===== config.mk =====
export PLATFORM = sky130hd
export DESIGN_NAME = level_ctl
export DESIGN_NICKNAME = d
export VERILOG_FILES = /design/src/rtl/level_ctl.sv
export SDC_FILE = /design/constraint.sdc
export NUM_CORES = 1
export LEC_CHECK = 0
export ABC_AREA = 0
export ABC_CLOCK_PERIOD_IN_PS = 5000
export CORE_MARGIN = 2
export CORE_UTILIZATION = 50
export CTS_CLUSTER_DIAMETER = 30
export CTS_CLUSTER_SIZE = 20
export DETAILED_ROUTE_END_ITERATION = 16
export GPL_TIMING_DRIVEN = 0
export PLACE_DENSITY = 0.79
export RECOVER_POWER = 50
export SLEW_MARGIN = 20
export SYNTH_ARGS = -nofsm -noshare
export SYNTH_HDL_FRONTEND = slang
export SYNTH_SLANG_ARGS = --single-unit

===== constraint.sdc =====
create_clock -name clk_i -period 5 [get_ports clk_i]
set_clock_uncertainty 0.15 [all_clocks]
set_input_delay 1.25 -clock clk_i [delete_from_list [all_inputs] [get_ports clk_i]]
set_output_delay 1.25 -clock clk_i [all_outputs]
set_load 0.05 [all_outputs]

===== src/rtl/level_ctl.sv =====
`default_nettype none
// +--------------------------------------------------------------------------+
// | level_ctl : screen-exit detection, level switching and reload handshake  |
// | Rev 1.0                                                                  |
// +--------------------------------------------------------------------------+
module level_ctl #(
  parameter logic signed [11:0] TOP_EXIT       = 12'sd4,
  parameter logic signed [11:0] BOTTOM_EXIT    = 12'sd705,
  parameter logic        [11:0] TOP_ENTRY      = 12'd8,
  parameter logic        [11:0] BOTTOM_ENTRY   = 12'd640,
  parameter int                 MAX_LEVEL      = 3,
  parameter int                 CONFIRM_FRAMES = 2,
  parameter int                 SETTLE_FRAMES  = 3,
  parameter int                 ACK_TIMEOUT    = 1024
) (
  input  logic        clk_i,
  input  logic        rst_ni,
  input  logic [11:0] char_y_i,
  input  logic        vblnk_i,
  input  logic        load_ack_i,
  output logic [1:0]  level_o,
  output logic        load_req_o,
  output logic [11:0] load_y_o,
  output logic        busy_o,
  output logic        swap_o,
  output logic        ack_err_o
);

  localparam int              ACK_W     = (ACK_TIMEOUT > 1) ? $clog2(ACK_TIMEOUT) : 1;
  localparam logic [ACK_W-1:0] ACK_LAST = ACK_W'(ACK_TIMEOUT - 1);
  localparam logic [1:0]      LEVEL_MAX = 2'(MAX_LEVEL);
  localparam logic [2:0]      CONF_N    = 3'(CONFIRM_FRAMES);
  localparam logic [2:0]      SETTLE_N  = 3'(SETTLE_FRAMES);

  localparam logic [1:0] S_TRACK   = 2'd0;
  localparam logic [1:0] S_CONFIRM = 2'd1;
  localparam logic [1:0] S_SWAP    = 2'd2;
  localparam logic [1:0] S_SETTLE  = 2'd3;

  logic [1:0]       state_q, state_d;
  logic             dir_up_q, dir_up_d;
  logic [2:0]       frame_cnt_q, frame_cnt_d;
  logic [ACK_W-1:0] ack_cnt_q, ack_cnt_d;
  logic [1:0]       level_q, level_d;
  logic             load_req_q, load_req_d;
  logic [11:0]      load_y_q, load_y_d;
  logic             busy_q, busy_d;
  logic             swap_q, swap_d;
  logic             ack_err_q, ack_err_d;
  logic             vblnk_q, vblnk_dly_q;

  logic frame_smp;
  logic exit_up;
  logic exit_dn;
  logic same_dir;
  logic [2:0] frame_cnt_inc;

  assign frame_smp     = vblnk_q & ~vblnk_dly_q;
  assign exit_up       = ($signed(char_y_i) < TOP_EXIT) && (level_q < LEVEL_MAX);
  // Up has priority should a parameter set ever make both exits overlap.
  assign exit_dn       = ($signed(char_y_i) > BOTTOM_EXIT) && (level_q != 2'd0) && !exit_up;
  assign same_dir      = dir_up_q ? exit_up : exit_dn;
  assign frame_cnt_inc = (frame_cnt_q == 3'd7) ? frame_cnt_q : frame_cnt_q + 3'd1;

  always_ff @(posedge clk_i or negedge rst_ni) begin
    if (!rst_ni) begin
      state_q     <= S_TRACK;
      dir_up_q    <= 1'b0;
      frame_cnt_q <= 3'd0;
      ack_cnt_q   <= '0;
      level_q     <= 2'd0;
      load_req_q  <= 1'b0;
      load_y_q    <= 12'd0;
      busy_q      <= 1'b0;
      swap_q      <= 1'b0;
      ack_err_q   <= 1'b0;
      vblnk_q     <= 1'b0;
      vblnk_dly_q <= 1'b0;
    end else begin
      state_q     <= state_d;
      dir_up_q    <= dir_up_d;
      frame_cnt_q <= frame_cnt_d;
      ack_cnt_q   <= ack_cnt_d;
      level_q     <= level_d;
      load_req_q  <= load_req_d;
      load_y_q    <= load_y_d;
      busy_q      <= busy_d;
      swap_q      <= swap_d;
      ack_err_q   <= ack_err_d;
      vblnk_q     <= vblnk_i;
      vblnk_dly_q <= vblnk_q;
    end
  end

  always_comb begin
    state_d     = state_q;
    dir_up_d    = dir_up_q;
    frame_cnt_d = frame_cnt_q;
    ack_cnt_d   = ack_cnt_q;
    case (state_q)
      S_TRACK: begin
        if (frame_smp && (exit_up || exit_dn)) begin
          state_d     = S_CONFIRM;
          dir_up_d    = exit_up;
          frame_cnt_d = 3'd1;
        end
      end
      S_CONFIRM: begin
        if (frame_cnt_q >= CONF_N) begin
          state_d   = S_SWAP;
          ack_cnt_d = '0;
        end else if (frame_smp) begin
          if (same_dir) begin
            frame_cnt_d = frame_cnt_inc;
          end else begin
            state_d     = S_TRACK;
            frame_cnt_d = 3'd0;
          end
        end
      end
      S_SWAP: begin
        if (load_ack_i || (ack_cnt_q == ACK_LAST)) begin
          state_d     = S_SETTLE;
          frame_cnt_d = 3'd0;
        end else begin
          ack_cnt_d = ack_cnt_q + 1'b1;
        end
      end
      S_SETTLE: begin
        if (frame_cnt_q >= SETTLE_N) begin
          state_d     = S_TRACK;
          frame_cnt_d = 3'd0;
        end else if (frame_smp) begin
          frame_cnt_d = frame_cnt_inc;
        end
      end
      default: begin
        state_d     = S_TRACK;
        frame_cnt_d = 3'd0;
      end
    endcase
  end

  always_comb begin
    level_d    = level_q;
    load_req_d = load_req_q;
    load_y_d   = load_y_q;
    swap_d     = 1'b0;
    ack_err_d  = ack_err_q;
    busy_d     = (state_d == S_SWAP) || (state_d == S_SETTLE);
    if (state_q == S_CONFIRM && state_d == S_SWAP) begin
      level_d    = dir_up_q ? level_q + 2'd1 : level_q - 2'd1;
      load_y_d   = dir_up_q ? BOTTOM_ENTRY : TOP_ENTRY;
      load_req_d = 1'b1;
      swap_d     = 1'b1;
    end
    // Leaving SWAP without an ack can only mean the handshake timed out.
    if (state_q == S_SWAP && state_d == S_SETTLE) begin
      load_req_d = 1'b0;
      if (!load_ack_i) begin
        ack_err_d = 1'b1;
      end
    end
  end

  assign level_o    = level_q;
  assign load_req_o = load_req_q;
  assign load_y_o   = load_y_q;
  assign busy_o     = busy_q;
  assign swap_o     = swap_q;
  assign ack_err_o  = ack_err_q;

endmodule
`default_nettype wire


==> qor.txt, run 1 <==
status -> complete, but fails checks
failing checks -> design-rule violations
most frequent cells in the layout -> dfrtp_1, clkdlybuf4s50_1, nand2_1, nor2_1
max-cap violation count -> 0
yosys synthesis warning count -> 0
Cell variety after synth -> 45
diode count -> 0
Skew-Pair Late Insertion Delay -> 0.33 ns
Hold Buf Count CTS -> 0
die area -> 3470 µm²
clock power share -> 15.0%
GP Congestion -> 0.806
core footprint -> 2810 µm²
max incr delay on CP -> 0.83 ns
WP data required -> 3.60 ns
pin slew with the least headroom to its limit -> 1.37 ns
Net Sw Frac -> 44.1%
Final Max Slew Viols -> 0
Port Buffers -> 23
first drt pass iteration count -> 11
RSZ-0062 raised after global routing -> false
Synth Area per Inst -> 9.66 µm²
number of CTS-inserted buffers -> 3
first-pass GRT wire length -> 5220 µm
via count -> 1,242
Flop pwr share -> 34.1%
P_int -> 0.548 mW
kind of critical path -> reg2out
root buffer cell -> clkbuf_4
Setup crit start kind -> register
# rows -> 19
critical-path maximum fanout -> 5
CTS tree -> done
post-place setup slack -> 1.70 ns
setup violators final -> 0
largest net degree at the start of global routing -> 27
Syn Std Cell Area -> 1510 µm²
path depth of the worst reg2reg path -> 9
Top FF cell, synth -> dfrtp_1
register area share after synthesis -> 43.2%
FF+latch count, synth -> 26
clock sinks -> 26
Lkg Pwr -> 0.818 nW
Final WS setup -> 1.97 ns
CP endpoint kind -> output pin
Hold Slack -> 0.238 ns
Achievable Freq -> 330 MHz
area grow syn2layout -> 22.6%
antenna viol nets, final -> 0
# fillers -> 222
maximum vdd drop -> 239 µV
Detailed Route Iter0 Violations -> 28
most common cell after layout, fill and taps aside -> dfrtp_1
HP Class -> reg2reg
chip width -> 58.9 µm
power share of the combinational group -> 50.9%
share of cells above drive strength 1 -> 12.0%
htree depth -> 1
headroom to the max-slew limit -> 8.72%
DIE HEIGHT -> 58.9 µm
GRT Overall Usage -> 19.5%
Sw Pwr -> 0.433 mW
delay-heaviest family, CP -> buffers and inverters
DRC Markers -> 5
Post-CTS Setup Bufs -> 0
Async SR Flop Fraction -> 100%
hold wc startpoint -> vblnk_q
initial antenna violation count -> 0
Total Routed Length -> 2980 µm
Pwr Density -> 531 nW/µm²
Final Hold Violating Endpoints -> 0
final-stage net count -> 211
Cells after Synth -> 156
number of synthesized flops with an enable pin -> 0
period utilization -> 60.6%
clock transition at the registers of the reported paths -> 0.14 ns
via count of the first global-routing pass -> 1,217
Final min period -> 3.03 ns
Worst Hold Depth -> 0
initial core utilization -> 53.7%
dpl hpwl -> 2310 µm
PostCTS Resize Cnt -> 0
overall power -> 0.981 mW
R2R Path Start -> frame_cnt_q[0]
worst path arrival time -> 1.63 ns
Routed WL per cell -> 13.4 µm
CP bufs+invs -> 1
worst r2r dst -> ack_cnt_q[3]
CP max stage cell -> clkdlybuf4s50_1
total grt overflow -> 0
I/O pin total -> 34
Avg Vias per Cell -> 5.59
critical-path cell list -> clkdlybuf4s50_1
R2R Setup Slk -> 2.45 ns
setup TNS -> 0 ns
Max Buffers Root-to-Sink -> 2
Worst Hold End -> vblnk_dly_q
## kinds of logic after synthesis
| kind of cell | count (synthesis) | share of synthesized area, % |
|---|---|---|
| compound gates | 41 | 21.3 |
| xor+xnor | 10 | 5.81 |
| fa+ha+maj | 3 | 2.49 |
| buf+inv | 23 | 8.55 |
| flops | 26 | 43.2 |
| mux | 1 | 0.664 |
| other cells | 1 | 0.249 |
| simple gates | 51 | 17.8 |
## power groups by stage
stage          registers (mW)  logic [mW]  clock network [mW]
4_1_cts                 0.335       0.503               0.151
5_1_grt                 0.346       0.549               0.155
6_report                0.335       0.499               0.147
3_5_place_dp            0.339       0.500                   0
2_1_floorplan           0.414       0.288                   0
3_3_place_gp            0.334       0.487                   0
## Yosys cell counts (all sizes together) (3+ instances only)
| cell | n | area share [%] |
|---|---|---|
| nand2 | 16 | 4.0 |
| nand3 | 5 | 1.7 |
| nand2b | 3 | 1.7 |
| inv | 9 | 2.2 |
| nor2 | 12 | 3.0 |
| nor3 | 4 | 1.3 |
| a211oi | 7 | 3.8 |
| o211ai | 3 | 1.8 |
| a31oi | 3 | 1.2 |
| xnor2 | 10 | 5.8 |
| a21oi | 7 | 2.3 |
| o21ai | 5 | 1.7 |
| dfrtp | 26 | 43 |
| buf | 12 | 5.8 |
| nand4 | 3 | 2.2 |
| ha | 3 | 2.5 |
## registers in the layout, indices dropped and copies added, names as in the netlist
name	count
ack_err_o	1
vblnk_dly_q	1
dir_up_q	1
ack_cnt_q	10
load_req_o	1
vblnk_q	1
load_y_o	2
busy_o	1
state_q	2
level_o	2
swap_o	1
frame_cnt_q	3
## cell type report
type	instances	area [µm²]	share of cell area [%]
buffer	14	90.1	4.87
timing repair buffer	23	224	12.1
inverter	9	33.8	1.83
tap	31	38.8	2.10
clock inverter	1	30.0	1.62
clock buffer	3	22.5	1.22
sequential	26	651	35.2
multi-input combinational	115	758	41.0
## metrics by stage
step	util, %	instances	area, µm²
floorplan	-	164	1540
global placement	64.4	218	1810
detailed placement	64.2	218	1800
CTS	66.1	222	1850
global route	65.9	222	1850
finish	65.9	222	1850
## metal layers
layer / global-route usage, % / vias to the layer above / wire length (µm)
met2: 35.2 / 40 / 1450
met1: 23.6 / 588 / 1330
met3: 2.64 / 7 / 155
met4: 7.14 / 0 / 55
met5: 0 / - / 0
li1: - / 607 / -
## worst max path at each step
stage	start	end	slack, ns	cells past startpoint
after detailed placement	char_y_i[5]	frame_cnt_q[2]	1.70	6
after CTS	load_y_o[7]	load_y_o[9]	1.95	2
final	level_o[0]	level_o[0]	1.97	1
after floorplan	char_y_i[5]	frame_cnt_q[0]	2.39	5
after global placement	char_y_i[5]	frame_cnt_q[2]	1.81	6
after global routing	char_y_i[5]	frame_cnt_q[2]	1.88	6
Power figures use the tool's default switching activity.
==> run 2: changes to the inputs <==
--- a/config.mk
+++ b/config.mk
@@ -6,14 +6,14 @@
 export NUM_CORES = 1
 export LEC_CHECK = 0
 export ABC_AREA = 0
-export ABC_CLOCK_PERIOD_IN_PS = 5000
+export ABC_CLOCK_PERIOD_IN_PS = 2600
 export CORE_MARGIN = 2
-export CORE_UTILIZATION = 50
+export CORE_UTILIZATION = 45
 export CTS_CLUSTER_DIAMETER = 30
 export CTS_CLUSTER_SIZE = 20
 export DETAILED_ROUTE_END_ITERATION = 16
 export GPL_TIMING_DRIVEN = 0
-export PLACE_DENSITY = 0.79
+export PLACE_DENSITY = 0.76
 export RECOVER_POWER = 50
 export SLEW_MARGIN = 20
 export SYNTH_ARGS = -nofsm -noshare
==> constraint.sdc (replaced) <==
create_clock -name clk_i -period 2.6 [get_ports clk_i]
set_clock_uncertainty 0.15 [all_clocks]
set_input_delay 0.65 -clock clk_i [delete_from_list [all_inputs] [get_ports clk_i]]
set_output_delay 0.65 -clock clk_i [all_outputs]
set_load 0.05 [all_outputs]
==> qor.txt, run 2 (same netlist as run 1, synthesis figures left out) <==
via count of the first global-routing pass -> 1,208 (-0.74%)
met1 Use GR -> 22.7% (-0.87 points)
grt met2 use -> 32.8% (-2.5 points)
delay-heaviest family, CP -> buffers and inverters
chip width -> 61.9 µm (+5.0%)
Port Buffers -> 23 (unchanged)
DRC Markers -> 0 (-5)
initial antenna violation count -> 0 (unchanged)
Detailed Route Iter0 Violations -> 30 (+7.1%)
initial core utilization -> 45.9% (-7.8 points)
Pwr Density -> 1010 nW/µm² (+90%)
Largest Register -> ack_cnt_q
busiest layer in global routing -> met2
RSZ-0062 raised after global routing -> false
GRT Overall Usage -> 18.1% (-1.4 points)
CP max stage cell -> clkdlybuf4s50_1
period utilization -> 93.2%
dpl hpwl -> 2340 µm (+1.4%)
worst path arrival time -> 1.62 ns (about the same)
area grow syn2layout -> 24.1%
total grt overflow -> 0 (unchanged)
path depth of the worst reg2reg path -> 9 (unchanged)
PostCTS Resize Cnt -> 0 (unchanged)
most frequent cells in the layout -> dfrtp_1, clkdlybuf4s50_1, nand2_1, nor2_1, buf_4
setup violators final -> 0 (unchanged)
diode count -> 0 (unchanged)
share of cells above drive strength 1 -> 12.6% (+0.52 points)
max incr delay on CP -> 0.84 ns (about the same)
CP endpoint kind -> output pin
GP Congestion -> 0.818 (+1.5%)
Avg Vias per Cell -> 5.27 (-5.8%)
core footprint -> 3280 µm² (+17%)
Core Util, Final -> 57.0% (-8.9 points)
first-pass GRT wire length -> 5200 µm (-0.27%)
I/O pin total -> 34 (unchanged)
first drt pass iteration count -> 7 (-4)
Lkg Pwr -> 0.821 nW (+0.37%)
R2R Path Start -> frame_cnt_q[0]
Final Hold Violating Endpoints -> 0 (unchanged)
Post-CTS Setup Bufs -> 0 (unchanged)
antenna viol nets, final -> 0 (unchanged)
clock transition at the registers of the reported paths -> 0.14 ns (about the same)
kind of critical path -> reg2out
DP Area -> 1820 µm² (+1.0%)
critical-path cell list -> clkdlybuf4s50_1
largest net degree at the start of global routing -> 27 (unchanged)
CTS tree -> done
Hold Buf Count CTS -> 0 (unchanged)
die area -> 3830 µm² (+10%)
root buffer cell -> clkbuf_4
clock sinks -> 26 (unchanged)
worst setup path startpoint -> level_o[0]
number of CTS-inserted buffers -> 3 (unchanged)
HP Class -> reg2reg
Final min period -> 2.42 ns
Routed WL per cell -> 12.9 µm (-3.9%)
Skew-Pair Late Insertion Delay -> 0.32 ns (about the same)
via count -> 1,249 (+0.56%)
# rows -> 21 (+2)
Critical Path End -> level_o[0]
worst r2r dst -> ack_cnt_q[4]
CP bufs+invs -> 1 (unchanged)
DIE HEIGHT -> 61.9 µm (+5.0%)
pin slew with the least headroom to its limit -> 1.39 ns (+0.0165 ns)
met3 Usage GRT -> 3.73% (+1.1 points)
critical-path maximum fanout -> 5 (unchanged)
overall power -> 1.88 mW (+92%)
Top Registers -> ack_cnt_q: 10 flops, frame_cnt_q: 3 flops
htree depth -> 1 (unchanged)
Total Routed Length -> 3060 µm (+2.6%)
Stages on worst setup path -> 1 (unchanged)
final-stage net count -> 211 (unchanged)
most common cell after layout, fill and taps aside -> dfrtp_1
Max Buffers Root-to-Sink -> 2 (unchanged)
max reg flops -> 10 (unchanged)
Setup crit start kind -> register
R2R Setup Slk -> 0.32 ns (-2.13 ns)
maximum vdd drop -> 530 µV (+120%)
status -> finished, final reports clean
Finished Cell Area -> 1870 µm² (+1.2%)
headroom to the max-slew limit -> 7.62% (-1.1 points)
Achievable Freq -> 413 MHz
Final Max Slew Viols -> 0 (unchanged)
max-cap violation count -> 0 (unchanged)
WP data required -> 1.80 ns (-1.80 ns)
[run 2: worst min path at each step]
stage	start	slack, ns	cells past startpoint	endpoint
2_1_floorplan	rst_ni	0.20	0	ack_cnt_q[0]
3_3_place_gp	vblnk_q	0.20	0	vblnk_dly_q
3_5_place_dp	vblnk_q	0.21	0	vblnk_dly_q
4_1_cts	rst_ni	0.16	1	busy_o
5_1_grt	vblnk_q	0.27	0	vblnk_dly_q
6_report	vblnk_q	0.24	0	vblnk_dly_q
[run 2: per-layer routing]
| layer | part of all wire (%) | vias up | wire [µm] |
|---|---|---|---|
| li1 | - | 608 | - |
| met1 | 45 | 599 | 1380 |
| met2 | 51 | 40 | 1550 |
| met3 | 3.8 | 2 | 116 |
| met4 | 0.46 | 0 | 14 |
| met5 | 0 | - | 0 |
[run 2: area by class of cell]
type	count	area [µm²]
buffer	14	93.8
timing repair buffer	23	224
inverter	9	33.8
fill	301	1410
clock buffer	3	22.5
tap	46	57.6
multi-input combinational	115	758
clock inverter	1	30.0
sequential	26	651
[run 2: stage by stage]
step	hold WS, ns	cells	worst slack, ns	setup TNS, ns
2_1_floorplan	0.197	164	0.593	0
3_3_place_gp	0.204	233	0.00527	0
3_5_place_dp	0.213	233	-0.0451	-0.0840
4_1_cts	0.161	237	0.150	0
5_1_grt	0.274	237	0.0811	0
6_report	0.237	237	0.178	0
[run 2: worst reg2reg max path, stage by stage, from the launching register on]
cell	delay (ns)
dfrtp_1	0.41
inv_1	0.10
ha_1	0.21
nor3_1	0.23
nand2b_1	0.14
buf_4	0.16
clkbuf_1	0.39
a21oi_1	0.15
xnor2_1	0.16
nor2_1	0.06
[run 2: power by group]
group          internal, mW  leakage, nW  total (mW)  switching (mW)
sequential            0.523        0.329       0.643           0.120
combinational         0.377        0.464       0.966           0.589
clock                 0.156       0.0279       0.272           0.116
total                  1.06        0.821        1.88           0.825
